--- src/rtl/wb_writer_pkg.sv ---
// wb_writer_pkg: shared widths, default depth and the register-file write-request record
package wb_writer_pkg;
  localparam int DEPTH_DEF = 4;
  localparam int REG_W = 5;
  localparam int DATA_W = 32;
  typedef struct packed {
    logic [REG_W-1:0]  a3;
    logic [DATA_W-1:0] wd;
    logic [DATA_W-1:0] pc;
  } wb_req_t;
endpackage

--- src/rtl/wb_fifo.sv ---
// wb_fifo: DEPTH-entry write-request FIFO (push/din in, pop/dout/empty/full out, async active-high reset)
module wb_fifo
  import wb_writer_pkg::*;
#(
  parameter int DEPTH = DEPTH_DEF
) (
  input  logic    clk,
  input  logic    reset,
  input  logic    push,
  input  wb_req_t din,
  input  logic    pop,
  output wb_req_t dout,
  output logic    empty,
  output logic    full
);
  localparam int AW = DEPTH > 1 ? $clog2(DEPTH) : 1;
  localparam int CW = $clog2(DEPTH + 1);
  wb_req_t mem [DEPTH];
  logic [AW-1:0] rd, wr;
  logic [CW-1:0] cnt;
  logic do_push, do_pop;
  always_comb begin
    do_pop = pop && !empty;
    do_push = push && (!full || do_pop);
  end
  assign empty = cnt == '0;
  assign full = cnt == CW'(DEPTH);
  assign dout = mem[rd];
  always_ff @(posedge clk)
    if (do_push) mem[wr] <= din;
  always_ff @(posedge clk or posedge reset)
    if (reset) begin
      rd <= '0;
      wr <= '0;
      cnt <= '0;
    end else begin
      if (do_pop) rd <= rd == AW'(DEPTH - 1) ? '0 : rd + AW'(1);
      if (do_push) wr <= wr == AW'(DEPTH - 1) ? '0 : wr + AW'(1);
      cnt <= cnt + CW'(do_push) - CW'(do_pop);
    end
endmodule

--- src/rtl/wb_writer.sv ---
// wb_writer: registered regfile write port arbitrating pipeline writes over queued multicycle results, with per-register pending scoreboard
module wb_writer
  import wb_writer_pkg::*;
#(
  parameter int DEPTH = DEPTH_DEF
) (
  input  logic              clk,
  input  logic              reset,
  input  logic              pipe_we,
  input  logic [REG_W-1:0]  pipe_a3,
  input  logic [DATA_W-1:0] pipe_wd,
  input  logic [DATA_W-1:0] pipe_pc,
  input  logic              mdu_issue,
  input  logic [REG_W-1:0]  mdu_issue_a3,
  output logic              mdu_issue_ready,
  input  logic              mdu_valid,
  input  logic [REG_W-1:0]  mdu_a3,
  input  logic [DATA_W-1:0] mdu_wd,
  input  logic [DATA_W-1:0] mdu_pc,
  input  logic [REG_W-1:0]  q_a1,
  input  logic [REG_W-1:0]  q_a2,
  output logic              busy1,
  output logic              busy2,
  output logic              WE,
  output logic [REG_W-1:0]  A3,
  output logic [DATA_W-1:0] WD,
  output logic [DATA_W-1:0] PC
);
  localparam int CW = $clog2(DEPTH + 1);
  logic [CW-1:0] inflight;
  logic [2:0] pend [32];
  wb_req_t head;
  logic empty, full, sel_pipe, pop, push, drop, iss_ok;
  always_comb begin
    sel_pipe = pipe_we && pipe_a3 != '0;
    pop = !sel_pipe && !empty;
    iss_ok = mdu_issue && mdu_issue_ready;
    push = mdu_valid && inflight != '0 && mdu_a3 != '0;
    drop = mdu_valid && inflight != '0 && mdu_a3 == '0;
  end
  assign mdu_issue_ready = inflight < CW'(DEPTH);
  assign busy1 = q_a1 != '0 && pend[q_a1] != '0;
  assign busy2 = q_a2 != '0 && pend[q_a2] != '0;
  wb_fifo #(.DEPTH(DEPTH)) u_fifo (
    .clk  (clk),
    .reset(reset),
    .push (push),
    .din  ({mdu_a3, mdu_wd, mdu_pc}),
    .pop  (pop),
    .dout (head),
    .empty(empty),
    .full (full)
  );
  always_ff @(posedge clk or posedge reset)
    if (reset) inflight <= '0;
    else inflight <= inflight + CW'(iss_ok) - CW'(pop) - CW'(drop);
  always_ff @(posedge clk or posedge reset)
    if (reset) begin
      for (int i = 0; i < 32; i++) pend[i] <= '0;
    end else begin
      pend[0] <= '0;
      for (int i = 1; i < 32; i++)
        pend[i] <= pend[i] + 3'(iss_ok && mdu_issue_a3 == REG_W'(i)) - 3'(pop && head.a3 == REG_W'(i));
    end
  always_ff @(posedge clk or posedge reset)
    if (reset) begin
      WE <= 1'b0;
      A3 <= '0;
      WD <= '0;
      PC <= '0;
    end else begin
      WE <= sel_pipe || pop;
      if (sel_pipe || pop) {A3, WD, PC} <= sel_pipe ? {pipe_a3, pipe_wd, pipe_pc} : head;
    end
endmodule

--- config.mk ---
export PLATFORM = sky130hd
export DESIGN_NAME = wb_writer
export DESIGN_NICKNAME = d
export VERILOG_FILES = /design/src/rtl/wb_writer_pkg.sv /design/src/rtl/wb_fifo.sv /design/src/rtl/wb_writer.sv
export SDC_FILE = /design/constraint.sdc
export NUM_CORES = 1
export LEC_CHECK = 0
export BUFFER_PORTS_ARGS = -buffer_cell sky130_fd_sc_hd__buf_2
export CELL_PAD_IN_SITES_DETAIL_PLACEMENT = 0
export CELL_PAD_IN_SITES_GLOBAL_PLACEMENT = 1
export CORE_ASPECT_RATIO = 0.75
export CORE_MARGIN = 2
export CORE_UTILIZATION = 35
export DETAILED_ROUTE_END_ITERATION = 8
export HOLD_SLACK_MARGIN = 0.08
export PLACE_DENSITY = 0.71
export SLEW_MARGIN = 5
export SYNTH_ARGS = -nofsm -noshare
export SYNTH_HDL_FRONTEND = slang
export SYNTH_SLANG_ARGS = --single-unit
--- constraint.sdc ---
create_clock -name clk -period 7.7 [get_ports clk]
set_input_delay 1.155 -clock clk [delete_from_list [all_inputs] [get_ports clk]]
set_output_delay 1.155 -clock clk [all_outputs]
set_load 0.05 [all_outputs]
==> reports/qor.txt <==
Status: complete, no violations
Hold slack: 0.471 ns
Vias in the first global route: 12322
Routed wire per std cell: 19.1 um
Number of buffers created by CTS: 46
Die width: 277 um
Postcts setup bufs: 0
Crit path from: q_a1[0]
Placement Setup Slack: 3.26 ns
Vias per cell: 4.86
Top Ports: 231
Max Slew Vio Count: 0
Largest net degree at the start of global routing: 101
Hold Fails Final Rpt: 0
H-Tree Level Count: 2
#FFs+latches synth: 449
Clock skew: 0.0202 ns
Avg Inst Size Synth: 14.4 um2
Final TNS setup: 0 ns
Syn Nets: 1626
Die Height: 209 um
Final worst-path cycle share: 55.6%
Top_reg_cell synth: edfxtp_1
CTS clk-pin slew, worst paths: 0.06 ns
Die area: 0.0578 mm2
Critical Path Fanout Max: 17
Post-synth cell types: 50
Leak: 0.00918 uW
RSZ-0062 raised after global routing: false
Final worst setup slack: 3.42 ns
Port bufs: 230
Simple-gate share of the synthesized area: 8.24%
Clock latency on the worst-skew pair: 0.57 ns
DR vias: 11531
Hold Path Class: register to register
Final ANT Viol Nets: 0
Post-CTS Hold Buffers: 0
Max-slew headroom: 27.6%
CTS sink cnt: 449
Initial core utilization: 35.2%
Max-cap violations: 0
Most frequent cells in the layout: edfxtp_1, buf_2, nand2_1
Post-CTS sizing: 0
Clock root cell: clkbuf_16
DRT Pass-1 Iters: 5
Wirelength, routed: 45.4 mm
Residual DRC: 0
# setup viols final: 0
Largest family of logic cells by synthesized area: multiplexers
Antenna violations before repair: 18
Startpoint types: input port
Synth Area in XOR/XNOR: 2.95%
Synth Warn #: 0
Post-synth ARST share: 38.5%
Sequential fraction of the synthesis area: 64.5%
Global route overflow: 0
Worst hold path startpoint: pend[41]$_DFF_PP0_
Number of synthesized flops with an enable pin: 276
Layout cells sized above 1: 25.1%
Post-Synth Adder-Cell Area: 7.98%
Core ar.: 0.0556 mm2
First-pass GRT wire length: 71.4 mm
Final Critical Period: 4.28 ns
Cells after synthesis: 1363
WP data required: 6.55 ns
FF-to-FF Start: u_fifo.rd[0]$_DFFE_PP0P_
WP data arrival: 3.13 ns
Worst vdd ir: 0.000234 V
Worst Max-Slew Pin Slew: 1.09 ns
Compound-Gate Fraction of Synth Area: 3.87%
Cell Rows: 75
Clock buffer depth: 3
Routability congestion estimate from global placement: 0.831
Total track usage: 16.0%
Violation count after the first detailed-routing iteration: 966
Power per cell area: 401 mW/mm2
Max Freq: 0.234 GHz
Worst setup EP type: output pin
Hpwl dp: 30.4 mm
Multiplexer share of the synthesized area: 8.79%
CTS tree: done
# nets final: 1856
Mapped cell area: 0.0196 mm2
P&R area growth vs syn: 18.1%
Most common cell after layout, fill and taps aside: edfxtp_1
Filler cell count: 5155
CP Class: input port to output pin
[flip-flops by register name (all words and copies together) (netlist names)]
register / cells
A3: 5
PC: 32
WD: 32
WE: 1
inflight: 3
pend: 93
u_fifo.cnt: 3
u_fifo.mem: 276
u_fifo.rd: 2
u_fifo.wr: 2
[cell type report]
type                       instances  area [um2]  share of cell area (%)
sequential                       449       12600                    54.6
multi-input combinational        743        6250                    27.0
timing repair buffer             241        1230                    5.34
clock buffer                      57        1220                    5.29
tap                              731         915                    3.96
inverter                         112         428                    1.85
clock inverter                    29         413                    1.79
antenna                           11        27.5                   0.119
[stage by stage]
stage / util, % / cells / cell area [um2] / total power, uW
final: 41.6 / 2373 / 23100 / 9270
after global routing: 41.6 / 2364 / 23100 / 9830
after CTS: 41.5 / 2362 / 23100 / 9410
after detailed placement: 38.6 / 2276 / 21400 / 6990
after global placement: 38.6 / 2276 / 21400 / 6890
after floorplan: - / 1363 / 19600 / 6080
[worst max-delay path, cell delays in order]
cell and delay (ns):
buf_2 0.30, inv_2 0.15, or3_1 0.43, a21oi_1 0.20, nor3_1 0.08, o22a_1 0.23
o31ai_2 0.24, buf_2 0.32
[logic make-up (layout without fill, tap and decap cells)]
family / after synthesis / in the layout
and+or+nand+nor: 381 / 381
adders and majority gates: 105 / 105
buffers and inverters: 171 / 439
AOI/OAI and AO/OA: 113 / 113
DFF: 449 / 449
muxes: 78 / 78
xor gates and xnor gates: 66 / 66
other: 0 / 11
[path summary, 6_finish.rpt]
check	end	depth (start not counted)	slack, ns
worst min register to register	pend[41]$_DFF_PP0_	1	0.47
min in group asynchronous	WD[20]$_DFFE_PP0P_	2	0.72
worst max register to register	pend[92]$_DFF_PP0_	10	4.16
worst min-delay path	pend[41]$_DFF_PP0_	1	0.47
max in group asynchronous	WD[12]$_DFFE_PP0P_	3	5.41
worst max-delay path	busy1	8	3.42
[where the power goes]
group          switching, uW  internal [uW]
registers                478           3310
clock network            973           1420
logic                   1900           1190
[layer usage]
metal / global-route usage [%] / part of all wire [%] / up-vias
met3: 4.22 / 7.3 / 68
met2: 26.0 / 47 / 290
met1: 21.6 / 44 / 5806
met5: 0 / 0.19 / -
li1: - / - / 5353
met4: 3.60 / 1.7 / 14
[cells in the mapped netlist, drive strengths merged, types with 4 or more instances]
master   number  area (um2)
ha           72         901
a211oi        8        65.1
mux4         75        1690
xnor2        59         517
a21oi         7        35.0
dfrtp       173        4330
nor2b         5        31.3
a2111oi       6        52.6
inv         112         420
nor2        115         434
clkbuf       26        97.6
o21ai        10        61.3
buf          33         199
nor4b         4        35.0
xor2          7        61.3
and2          6        37.5
or3           7        43.8
nor3         31         166
edfxtp      276        8290
fa           33         661
nor4         11        68.8
nand2       191         719
a31oi        72         450
nand2b        6        37.5
(Power assumes the default switching activity.)
